--- config.mk ---
export PLATFORM = sky130hd
export DESIGN_NAME = multicycle_ctrl_flat
export DESIGN_NICKNAME = d
export VERILOG_FILES = /design/src/rtl/multicycle_ctrl_pkg.sv /design/src/rtl/multicycle_ctrl_if.sv /design/src/rtl/multicycle_ctrl_outdec.sv /design/src/rtl/multicycle_ctrl.sv /design/src/flat_wrapper.sv
export SDC_FILE = /design/constraint.sdc
export NUM_CORES = 1
export LEC_CHECK = 0
export ABC_AREA = 1
export BUFFER_PORTS_ARGS = -buffer_cell sky130_fd_sc_hd__buf_2
export CORE_UTILIZATION = 35
export CTS_BUF_LIST = sky130_fd_sc_hd__clkbuf_2 sky130_fd_sc_hd__clkbuf_4 sky130_fd_sc_hd__clkbuf_8
export DETAILED_ROUTE_END_ITERATION = 8
export GPL_TIMING_DRIVEN = 0
export REMOVE_ABC_BUFFERS = 1
export SETUP_SLACK_MARGIN = 0.4
export SLEW_MARGIN = 20
export SYNTH_ARGS = -nofsm -noshare
export SYNTH_HDL_FRONTEND = slang
export SYNTH_SLANG_ARGS = --single-unit
--- constraint.sdc ---
create_clock -name clk -period 1.9 [get_ports clk]
set_input_delay 0.57 -clock clk [delete_from_list [all_inputs] [get_ports clk]]
set_output_delay 0.57 -clock clk [all_outputs]
set_load 0.1 [all_outputs]
--- src/rtl/multicycle_ctrl_pkg.sv ---
// Shared types and constants for the RV32I multi-cycle control FSM.
package rv_ctrl_pkg;

    typedef enum logic [3:0] {
        S_FETCH  = 4'd0,
        S_DECODE = 4'd1,
        S_EXEC   = 4'd2,
        S_ALUWB  = 4'd3,
        S_MEMADR = 4'd4,
        S_MEMRD  = 4'd5,
        S_MEMWB  = 4'd6,
        S_MEMWR  = 4'd7,
        S_BRANCH = 4'd8,
        S_BRTAKE = 4'd9,
        S_JAL    = 4'd10,
        S_JALR   = 4'd11,
        S_UPPER  = 4'd12,
        S_TRAP   = 4'd13
    } state_e;

    typedef enum logic [1:0] {
        ALU_A_RS1   = 2'd0,
        ALU_A_OLDPC = 2'd1,
        ALU_A_PC    = 2'd2,
        ALU_A_ZERO  = 2'd3
    } alu_a_e;

    typedef enum logic [1:0] {
        ALU_B_RS2  = 2'd0,
        ALU_B_IMM  = 2'd1,
        ALU_B_FOUR = 2'd2
    } alu_b_e;

    typedef enum logic [1:0] {
        ALU_OP_ADD   = 2'd0,
        ALU_OP_FUNCT = 2'd1,
        ALU_OP_CMP   = 2'd2
    } alu_op_e;

    typedef enum logic [1:0] {
        RES_ALU = 2'd0,
        RES_MEM = 2'd1,
        RES_PC  = 2'd2
    } result_sel_e;

    localparam logic [6:0] OP_RTYPE  = 7'b0110011;
    localparam logic [6:0] OP_ITYPE  = 7'b0010011;
    localparam logic [6:0] OP_LOAD   = 7'b0000011;
    localparam logic [6:0] OP_STORE  = 7'b0100011;
    localparam logic [6:0] OP_BRANCH = 7'b1100011;
    localparam logic [6:0] OP_JAL    = 7'b1101111;
    localparam logic [6:0] OP_JALR   = 7'b1100111;
    localparam logic [6:0] OP_LUI    = 7'b0110111;
    localparam logic [6:0] OP_AUIPC  = 7'b0010111;

    localparam logic [3:0] ITYPE_R = 4'b1000;
    localparam logic [3:0] ITYPE_I = 4'b1001;
    localparam logic [3:0] ITYPE_U = 4'b1010;
    localparam logic [3:0] ITYPE_J = 4'b1011;
    localparam logic [3:0] ITYPE_S = 4'b0100;
    localparam logic [3:0] ITYPE_B = 4'b0101;

    // True when the opcode is one the sequencer knows how to execute.
    function automatic logic op_known(logic [6:0] op);
        case (op)
            OP_RTYPE, OP_ITYPE, OP_LOAD, OP_STORE, OP_BRANCH,
            OP_JAL, OP_JALR, OP_LUI, OP_AUIPC: return 1'b1;
            default:                           return 1'b0;
        endcase
    endfunction

    // True when the decoder reported one of the defined format classes.
    function automatic logic type_known(logic [3:0] t);
        case (t)
            ITYPE_R, ITYPE_I, ITYPE_U, ITYPE_J, ITYPE_S, ITYPE_B: return 1'b1;
            default:                                              return 1'b0;
        endcase
    endfunction

endpackage

--- src/rtl/multicycle_ctrl_if.sv ---
// Decoder inputs, memory handshake and datapath controls of the sequencer.
interface multicycle_ctrl_if;
    logic [6:0] op;
    logic [3:0] instr_type;
    logic       branch_taken;
    logic       mem_ready;
    logic       mem_req;
    logic       mem_we;
    logic       mem_addr_sel;
    logic       ir_we;
    logic       pc_we;
    logic       pc_src;
    logic       reg_we;
    logic [1:0] alu_a_sel;
    logic [1:0] alu_b_sel;
    logic [1:0] alu_op;
    logic [1:0] result_sel;
    logic       instr_retired;
    logic       illegal;

    modport master (
        input  op, instr_type, branch_taken, mem_ready,
        output mem_req, mem_we, mem_addr_sel, ir_we, pc_we, pc_src, reg_we,
               alu_a_sel, alu_b_sel, alu_op, result_sel, instr_retired, illegal
    );

    modport slave (
        output op, instr_type, branch_taken, mem_ready,
        input  mem_req, mem_we, mem_addr_sel, ir_we, pc_we, pc_src, reg_we,
               alu_a_sel, alu_b_sel, alu_op, result_sel, instr_retired, illegal
    );
endinterface

--- src/rtl/multicycle_ctrl_outdec.sv ---
// State-to-controls decode. Pure combinational; reset forces every control low
// asynchronously so an in-flight memory request drops the moment rst_n falls.
module ctrl_outdec
    import rv_ctrl_pkg::*;
(
    input  state_e     state,
    input  logic       rst_n,
    input  logic [6:0] op,
    input  logic [3:0] instr_type,
    input  logic       mem_ready,
    input  logic       branch_taken,
    output logic       mem_req,
    output logic       mem_we,
    output logic       mem_addr_sel,
    output logic       ir_we,
    output logic       pc_we,
    output logic       pc_src,
    output logic       reg_we,
    output logic [1:0] alu_a_sel,
    output logic [1:0] alu_b_sel,
    output logic [1:0] alu_op,
    output logic [1:0] result_sel,
    output logic       instr_retired,
    output logic       illegal
);

    // Moore decode per state, with mem_ready/branch_taken qualifying exit strobes.
    always_comb begin
        mem_req       = 1'b0;
        mem_we        = 1'b0;
        mem_addr_sel  = 1'b0;
        ir_we         = 1'b0;
        pc_we         = 1'b0;
        pc_src        = 1'b0;
        reg_we        = 1'b0;
        alu_a_sel     = ALU_A_RS1;
        alu_b_sel     = ALU_B_RS2;
        alu_op        = ALU_OP_ADD;
        result_sel    = RES_ALU;
        instr_retired = 1'b0;
        illegal       = 1'b0;
        if (rst_n) begin
            case (state)
                S_FETCH: begin
                    mem_req   = 1'b1;
                    alu_a_sel = ALU_A_PC;
                    alu_b_sel = ALU_B_FOUR;
                    ir_we     = mem_ready;
                    pc_we     = mem_ready;
                end
                S_DECODE: begin
                    illegal = !(op_known(op) && type_known(instr_type));
                end
                S_EXEC: begin
                    alu_b_sel = (instr_type == ITYPE_R) ? ALU_B_RS2 : ALU_B_IMM;
                    alu_op    = ALU_OP_FUNCT;
                end
                S_UPPER: begin
                    alu_a_sel = (op == OP_LUI) ? ALU_A_ZERO : ALU_A_OLDPC;
                    alu_b_sel = ALU_B_IMM;
                end
                S_ALUWB: begin
                    reg_we        = 1'b1;
                    instr_retired = 1'b1;
                end
                S_MEMADR: begin
                    alu_b_sel = ALU_B_IMM;
                end
                S_MEMRD: begin
                    mem_req      = 1'b1;
                    mem_addr_sel = 1'b1;
                end
                S_MEMWB: begin
                    reg_we        = 1'b1;
                    result_sel    = RES_MEM;
                    instr_retired = 1'b1;
                end
                S_MEMWR: begin
                    mem_req       = 1'b1;
                    mem_we        = 1'b1;
                    mem_addr_sel  = 1'b1;
                    instr_retired = mem_ready;
                end
                S_BRANCH: begin
                    alu_op        = ALU_OP_CMP;
                    instr_retired = !branch_taken;
                end
                S_BRTAKE: begin
                    alu_a_sel     = ALU_A_OLDPC;
                    alu_b_sel     = ALU_B_IMM;
                    pc_we         = 1'b1;
                    instr_retired = 1'b1;
                end
                S_JAL: begin
                    alu_a_sel     = ALU_A_OLDPC;
                    alu_b_sel     = ALU_B_IMM;
                    pc_we         = 1'b1;
                    reg_we        = 1'b1;
                    result_sel    = RES_PC;
                    instr_retired = 1'b1;
                end
                S_JALR: begin
                    alu_b_sel     = ALU_B_IMM;
                    pc_we         = 1'b1;
                    pc_src        = 1'b1;
                    reg_we        = 1'b1;
                    result_sel    = RES_PC;
                    instr_retired = 1'b1;
                end
                S_TRAP: begin
                    illegal = 1'b1;
                end
                default: ;
            endcase
        end
    end

endmodule

--- src/rtl/multicycle_ctrl.sv ---
// Multi-cycle RV32I control FSM: owns the state register and next-state logic,
// delegating control decode to ctrl_outdec.
module multicycle_ctrl
    import rv_ctrl_pkg::*;
#(
    parameter bit RESET_STATE_TRAP = 1'b0
) (
    input  logic              clk,
    input  logic              rst_n,
    multicycle_ctrl_if.master bus
);

    state_e state, state_nxt;

    // Next state; op and instr_type stay valid from DECODE until the next FETCH.
    always_comb begin
        state_nxt = state;
        case (state)
            S_FETCH:  if (bus.mem_ready) state_nxt = S_DECODE;
            S_DECODE: begin
                if (!(op_known(bus.op) && type_known(bus.instr_type))) begin
                    state_nxt = RESET_STATE_TRAP ? S_TRAP : S_FETCH;
                end else begin
                    case (bus.op)
                        OP_RTYPE, OP_ITYPE: state_nxt = S_EXEC;
                        OP_LOAD, OP_STORE:  state_nxt = S_MEMADR;
                        OP_BRANCH:          state_nxt = S_BRANCH;
                        OP_JAL:             state_nxt = S_JAL;
                        OP_JALR:            state_nxt = S_JALR;
                        OP_LUI, OP_AUIPC:   state_nxt = S_UPPER;
                        default:            state_nxt = S_FETCH;
                    endcase
                end
            end
            S_EXEC:   state_nxt = S_ALUWB;
            S_UPPER:  state_nxt = S_ALUWB;
            S_ALUWB:  state_nxt = S_FETCH;
            S_MEMADR: state_nxt = (bus.op == OP_LOAD) ? S_MEMRD : S_MEMWR;
            S_MEMRD:  if (bus.mem_ready) state_nxt = S_MEMWB;
            S_MEMWB:  state_nxt = S_FETCH;
            S_MEMWR:  if (bus.mem_ready) state_nxt = S_FETCH;
            S_BRANCH: state_nxt = bus.branch_taken ? S_BRTAKE : S_FETCH;
            S_BRTAKE: state_nxt = S_FETCH;
            S_JAL:    state_nxt = S_FETCH;
            S_JALR:   state_nxt = S_FETCH;
            S_TRAP:   state_nxt = S_TRAP;
            default:  state_nxt = S_FETCH;
        endcase
    end

    // State register; reset parks the sequencer at FETCH.
    always_ff @(posedge clk or negedge rst_n) begin
        if (!rst_n) state <= S_FETCH;
        else        state <= state_nxt;
    end

    ctrl_outdec u_outdec (
        .state         (state),
        .rst_n         (rst_n),
        .op            (bus.op),
        .instr_type    (bus.instr_type),
        .mem_ready     (bus.mem_ready),
        .branch_taken  (bus.branch_taken),
        .mem_req       (bus.mem_req),
        .mem_we        (bus.mem_we),
        .mem_addr_sel  (bus.mem_addr_sel),
        .ir_we         (bus.ir_we),
        .pc_we         (bus.pc_we),
        .pc_src        (bus.pc_src),
        .reg_we        (bus.reg_we),
        .alu_a_sel     (bus.alu_a_sel),
        .alu_b_sel     (bus.alu_b_sel),
        .alu_op        (bus.alu_op),
        .result_sel    (bus.result_sel),
        .instr_retired (bus.instr_retired),
        .illegal       (bus.illegal)
    );

endmodule

--- src/flat_wrapper.sv ---
// flat-port wrapper written by rule: the top's interface ports become plain ports
module multicycle_ctrl_flat import rv_ctrl_pkg::*;
#(
    parameter bit RESET_STATE_TRAP = 1'b0
)
  (clk, rst_n, bus_op, bus_instr_type, bus_branch_taken, bus_mem_ready, bus_mem_req, bus_mem_we, bus_mem_addr_sel, bus_ir_we, bus_pc_we, bus_pc_src, bus_reg_we, bus_alu_a_sel, bus_alu_b_sel, bus_alu_op, bus_result_sel, bus_instr_retired, bus_illegal);
  multicycle_ctrl_if bus_i ();
  input  logic clk;
  input  logic rst_n;
  input wire logic [$bits(bus_i.op)-1:0] bus_op;
  input wire logic [$bits(bus_i.instr_type)-1:0] bus_instr_type;
  input wire logic [$bits(bus_i.branch_taken)-1:0] bus_branch_taken;
  input wire logic [$bits(bus_i.mem_ready)-1:0] bus_mem_ready;
  output wire logic [$bits(bus_i.mem_req)-1:0] bus_mem_req;
  output wire logic [$bits(bus_i.mem_we)-1:0] bus_mem_we;
  output wire logic [$bits(bus_i.mem_addr_sel)-1:0] bus_mem_addr_sel;
  output wire logic [$bits(bus_i.ir_we)-1:0] bus_ir_we;
  output wire logic [$bits(bus_i.pc_we)-1:0] bus_pc_we;
  output wire logic [$bits(bus_i.pc_src)-1:0] bus_pc_src;
  output wire logic [$bits(bus_i.reg_we)-1:0] bus_reg_we;
  output wire logic [$bits(bus_i.alu_a_sel)-1:0] bus_alu_a_sel;
  output wire logic [$bits(bus_i.alu_b_sel)-1:0] bus_alu_b_sel;
  output wire logic [$bits(bus_i.alu_op)-1:0] bus_alu_op;
  output wire logic [$bits(bus_i.result_sel)-1:0] bus_result_sel;
  output wire logic [$bits(bus_i.instr_retired)-1:0] bus_instr_retired;
  output wire logic [$bits(bus_i.illegal)-1:0] bus_illegal;
  assign bus_i.op = bus_op;
  assign bus_i.instr_type = bus_instr_type;
  assign bus_i.branch_taken = bus_branch_taken;
  assign bus_i.mem_ready = bus_mem_ready;
  assign bus_mem_req = bus_i.mem_req;
  assign bus_mem_we = bus_i.mem_we;
  assign bus_mem_addr_sel = bus_i.mem_addr_sel;
  assign bus_ir_we = bus_i.ir_we;
  assign bus_pc_we = bus_i.pc_we;
  assign bus_pc_src = bus_i.pc_src;
  assign bus_reg_we = bus_i.reg_we;
  assign bus_alu_a_sel = bus_i.alu_a_sel;
  assign bus_alu_b_sel = bus_i.alu_b_sel;
  assign bus_alu_op = bus_i.alu_op;
  assign bus_result_sel = bus_i.result_sel;
  assign bus_instr_retired = bus_i.instr_retired;
  assign bus_illegal = bus_i.illegal;
  multicycle_ctrl #(.RESET_STATE_TRAP(RESET_STATE_TRAP)) u_core (.clk(clk), .rst_n(rst_n), .bus(bus_i));
endmodule
==> results of run 1 <==
## synthesized netlist by cell type
| cell | instances | area share |
|---|---|---|
| clkbuf_1 | 1 | 0.0056 |
| nor3_1 | 4 | 0.030 |
| dfrtp_1 | 4 | 0.15 |
| o21bai_1 | 1 | 0.011 |
| nor2_4 | 2 | 0.033 |
| buf_4 | 1 | 0.011 |
| nand4_1 | 1 | 0.0093 |
| nor2_2 | 7 | 0.065 |
| nand2_1 | 32 | 0.18 |
| a31oi_1 | 2 | 0.019 |
| nor2b_1 | 1 | 0.0093 |
| nand2_2 | 1 | 0.0093 |
| o21ai_1 | 2 | 0.015 |
| inv_2 | 11 | 0.061 |
| nand3_1 | 14 | 0.10 |
| o221ai_2 | 1 | 0.022 |
| inv_1 | 10 | 0.056 |
| a21oi_1 | 6 | 0.045 |
| nor2_1 | 18 | 0.10 |
| o21ai_0 | 2 | 0.015 |
| o22ai_2 | 1 | 0.019 |
| o31ai_1 | 1 | 0.011 |
| o21ai_4 | 1 | 0.024 |
## cell families after synthesis
logic type / after synthesis / share of synthesized area
simple gates: 80 / 0.538
buf+inv: 23 / 0.134
compound gates: 17 / 0.180
flops: 4 / 0.148
## metrics by stage
stage	setup WS (ns)	instance area [um^2]	hold slack (ns)
after floorplan	-1.81	663	0.274
after global placement	-0.604	850	0.415
after detailed placement	-0.639	850	0.415
after CTS	-0.246	1480	0.123
## timing repair
action                                  CTS
buffers inserted                         33
endpoints found under the setup margin   17
resized for setup                       103
endpoints found under the hold margin     0
pin swaps                                16
hold buffers                              0
==> flow_summary.ini, run 1 <==
[die]
rows = 15
ios = 32
dieWidth_um = 45.9
die_y_um = 45.9
start_util = 0.382

[status]
lastStage = global routing (5_1_grt)
status = did not finish
error = [ERROR DPL-0038] Utilization greater than 100%, impossible to legalize

[cts]
cts_buffer_depth = 2
clock-sinks = 4
cts_inserted_buffers = 3
cts_root_buf = clkbuf_4
cts.htree.levels = 1

[yosys]
ys_types = 23
avgSynthCellArea_um2 = 5.44
ys_seq_area_frac = 0.148
synth-seq-cells = 4
synth_cells = 124
syn_area_um2 = 674
yosys_warnings = 0

[placed_design]
place.gp.congestion = 0.876
dp_cells = 178
dp_hpwl_um = 1440
io_buffer_count = 31

[timing]
endpoint_type = output port
grt_worst_setup_endpoint = bus_instr_retired

[global_route]
grt_max_degree = 10
==> inputs of run 2 (changes only) <==
--- a/config.mk
+++ b/config.mk
@@ -7,12 +7,12 @@
 export LEC_CHECK = 0
 export ABC_AREA = 1
 export BUFFER_PORTS_ARGS = -buffer_cell sky130_fd_sc_hd__buf_2
-export CORE_UTILIZATION = 35
-export CTS_BUF_LIST = sky130_fd_sc_hd__clkbuf_2 sky130_fd_sc_hd__clkbuf_4 sky130_fd_sc_hd__clkbuf_8
+export CORE_AREA = 2 2 63 65
 export DETAILED_ROUTE_END_ITERATION = 8
+export DIE_AREA = 0 0 65 67
 export GPL_TIMING_DRIVEN = 0
+export PLACE_DENSITY_LB_ADDON = 0.15
 export REMOVE_ABC_BUFFERS = 1
-export SETUP_SLACK_MARGIN = 0.4
 export SLEW_MARGIN = 20
 export SYNTH_ARGS = -nofsm -noshare
 export SYNTH_HDL_FRONTEND = slang
==> run 2 against run 1 <==
  * The flow now finishes, with violations (setup timing)
  * Synthesized area is the same
  * Synthesized cell count stayed put
==> flow_summary.ini, run 2 <==
[global_route]
grt_first_pass_wirelength_um = 5490
antenna_found_initial = 0
grt_pass1_vias = 1229
grtUsageTotal = 0.163
grt_max_degree = 10
overflow = 0

[die]
start_util = 0.187
fp.dieArea_mm2 = 0.00436
ios = 32
rows = 22
die_y_um = 67
core-area_mm2 = 0.00361
dieWidth_um = 65

[routing]
route.detailed.drc = 0
drt_iter0_markers = 49
drt_wl_total_um = 3680
first_pass_iters = 4
wl_per_cell_um = 14.0
vias = 1198
ant_nets = 0
routed_via_density = 4.56

[timing]
rsz0062_at_grt = true
final-setup-viol-count = 18
timing_max_transition_violations_final = 0
setup-tns-final_ns = -3.93
min_period_over_period = 1.17
max_slew_margin = 0.756
hold_viol = 0
fin_ws_ns = -0.325
fmax_mhz = 449
layout_min_cycle_time_ns = 2.23
worst_pin_slew_ns = 0.363
fin_skew_ns = 0.000235

[yosys]
synth_top_area_cell = nand2_1
synth_edf_count = 0
ys_types = 23
synth_cells = 124
synth-seq-cells = 4
avgSynthCellArea_um2 = 5.44
async_flop_share = 1.00
synthFlopType = dfrtp_1
yosysTopAreaCellShare = 0.178
ys_seq_area_frac = 0.148
syn_area_um2 = 674
yosys-top-cells-area = nand2_1, dfrtp_1, nand3_1
post-synth-top-count-cell = nand2_1
yosys_warnings = 0
netlist_top_cells_count = nand2_1, nor2_1, nand3_1, inv_2, inv_1

[run]
max_cap_viol_count = 0

[cts]
cts_tree = built
cts_inserted_buffers = 3
clock-sinks = 4
clk_pin_slew_ns = 0.03
cts_root_buf = clkbuf_8
cts.htree.levels = 1
cts_hold_buf = 0
clk_latency_ns = 0.22
cts_buffer_depth = 2

[setup_path]
crit_type = reg2out
worst-r2r-cell-count = 10
worstSetupStartpointType = flop
worstPathArrival_ns = 1.66
cp-end-kind = output port
cp.required_ns = 1.33
path_max_fanout = 4

[placed_design]
place_area_um2 = 878
place.gp.congestion = 0.772
place_ws_ns = -0.657
dp_hpwl_um = 1660
io_buffer_count = 31

[hold_path]
hold_class = in2async

[final_layout]
top_register = u_core.state
final_area_mm2 = 0.00207
largest_register_ffs = 4
n_antenna_cell = 0
final_common_cell = buf_4
top_regs = u_core.state x4
drive_gt1_frac = 0.781
most-common-layout-cells = buf_4, nand2_1, buf_12
finalNetCount = 232
final_util = 0.575
area_growth_pct = 208

[pwr]
powerDensity_mw_per_mm2 = 1140
p_leak_nw = 0.959
ir_worst_vdd_v = 0.000596
p_clk_frac = 0.075
swShare = 0.544
p_seq_frac = 0.077
internal_power_w = 0.00108
switchingPower_w = 0.00129
p_comb_frac = 0.848

[status]
status = finished with violations
violations = setup timing
## run 2: cell counts after synthesis
Identical to the previous run, type by type.
## run 2: final cells by class
| cell class | count | area, um^2 |
|---|---|---|
| inverter | 21 | 103 |
| clock buffer | 3 | 41.3 |
| tap | 48 | 60.1 |
| fill | 268 | 1530 |
| sequential | 4 | 105 |
| timing repair buffer | 90 | 975 |
| multi-input combinational | 97 | 791 |
## run 2: path summary, 6_finish.rpt
kind	startpoint	end	slack (ns)
setup / recovery	u_core.state[3]$_DFFE_PN0P_	bus_instr_retired	-0.33
hold / removal	rst_n	u_core.state[0]$_DFFE_PN0P_	0.14
setup reg to reg	u_core.state[2]$_DFFE_PN0P_	u_core.state[0]$_DFFE_PN0P_	0.36
hold reg to reg	u_core.state[2]$_DFFE_PN0P_	u_core.state[2]$_DFFE_PN0P_	0.79
max in group asynchronous	rst_n	u_core.state[2]$_DFFE_PN0P_	1.64
min in group clk	bus_mem_ready	u_core.state[1]$_DFFE_PN0P_	0.78
## run 2: cell families after synthesis
logic type             share of synthesized area
flip-flops                                 0.148
AND/OR/NAND/NOR                            0.538
buffers and inverters                      0.134
AO/OA/AOI/OAI                              0.180
## run 2: routing by layer
metal	share of wire	vias to the layer above	GRT usage
met3	0.050	19	0.0236
li1	-	583	-
met2	0.51	48	0.294
met4	0.042	0	0.0904
met1	0.40	548	0.184
met5	0	-	0
## run 2: worst max-delay path, cell delays in order, from the launching register on
cell	delay, ns
dfrtp_2	0.43
buf_12	0.14
nor2_4	0.16
inv_4	0.07
nor2_4	0.11
inv_2	0.05
o21ai_2	0.12
o21ai_1	0.08
inv_1	0.09
buf_12	0.18
## run 2: repair_timing
action                     4_1_cts  5_1_grt
gates resized for setup        141       44
setup endpoints to repair       17       21
pin swaps                       21       25
buffers inserted                49       16
## run 2: stage by stage
step,total power (W),std cells,hold WS (ns)
global route,0.00248,263,0.137
floorplan,0.00105,122,0.274
finish,0.00237,263,0.141
CTS,0.00208,252,0.139
global placement,0.00123,201,0.421
detailed placement,0.00121,201,0.416
## run 2: power by group through the flow
stage / combinational, W / sequential [W] / clock (W)
detailed placement: 0.00105 / 0.000160 / 0
global route: 0.00211 / 0.000188 / 0.000187
CTS: 0.00173 / 0.000173 / 0.000178
global placement: 0.00107 / 0.000163 / 0
floorplan: 0.000898 / 0.000153 / 0
finish: 0.00201 / 0.000183 / 0.000177
Power figures use the tool's default switching activity.
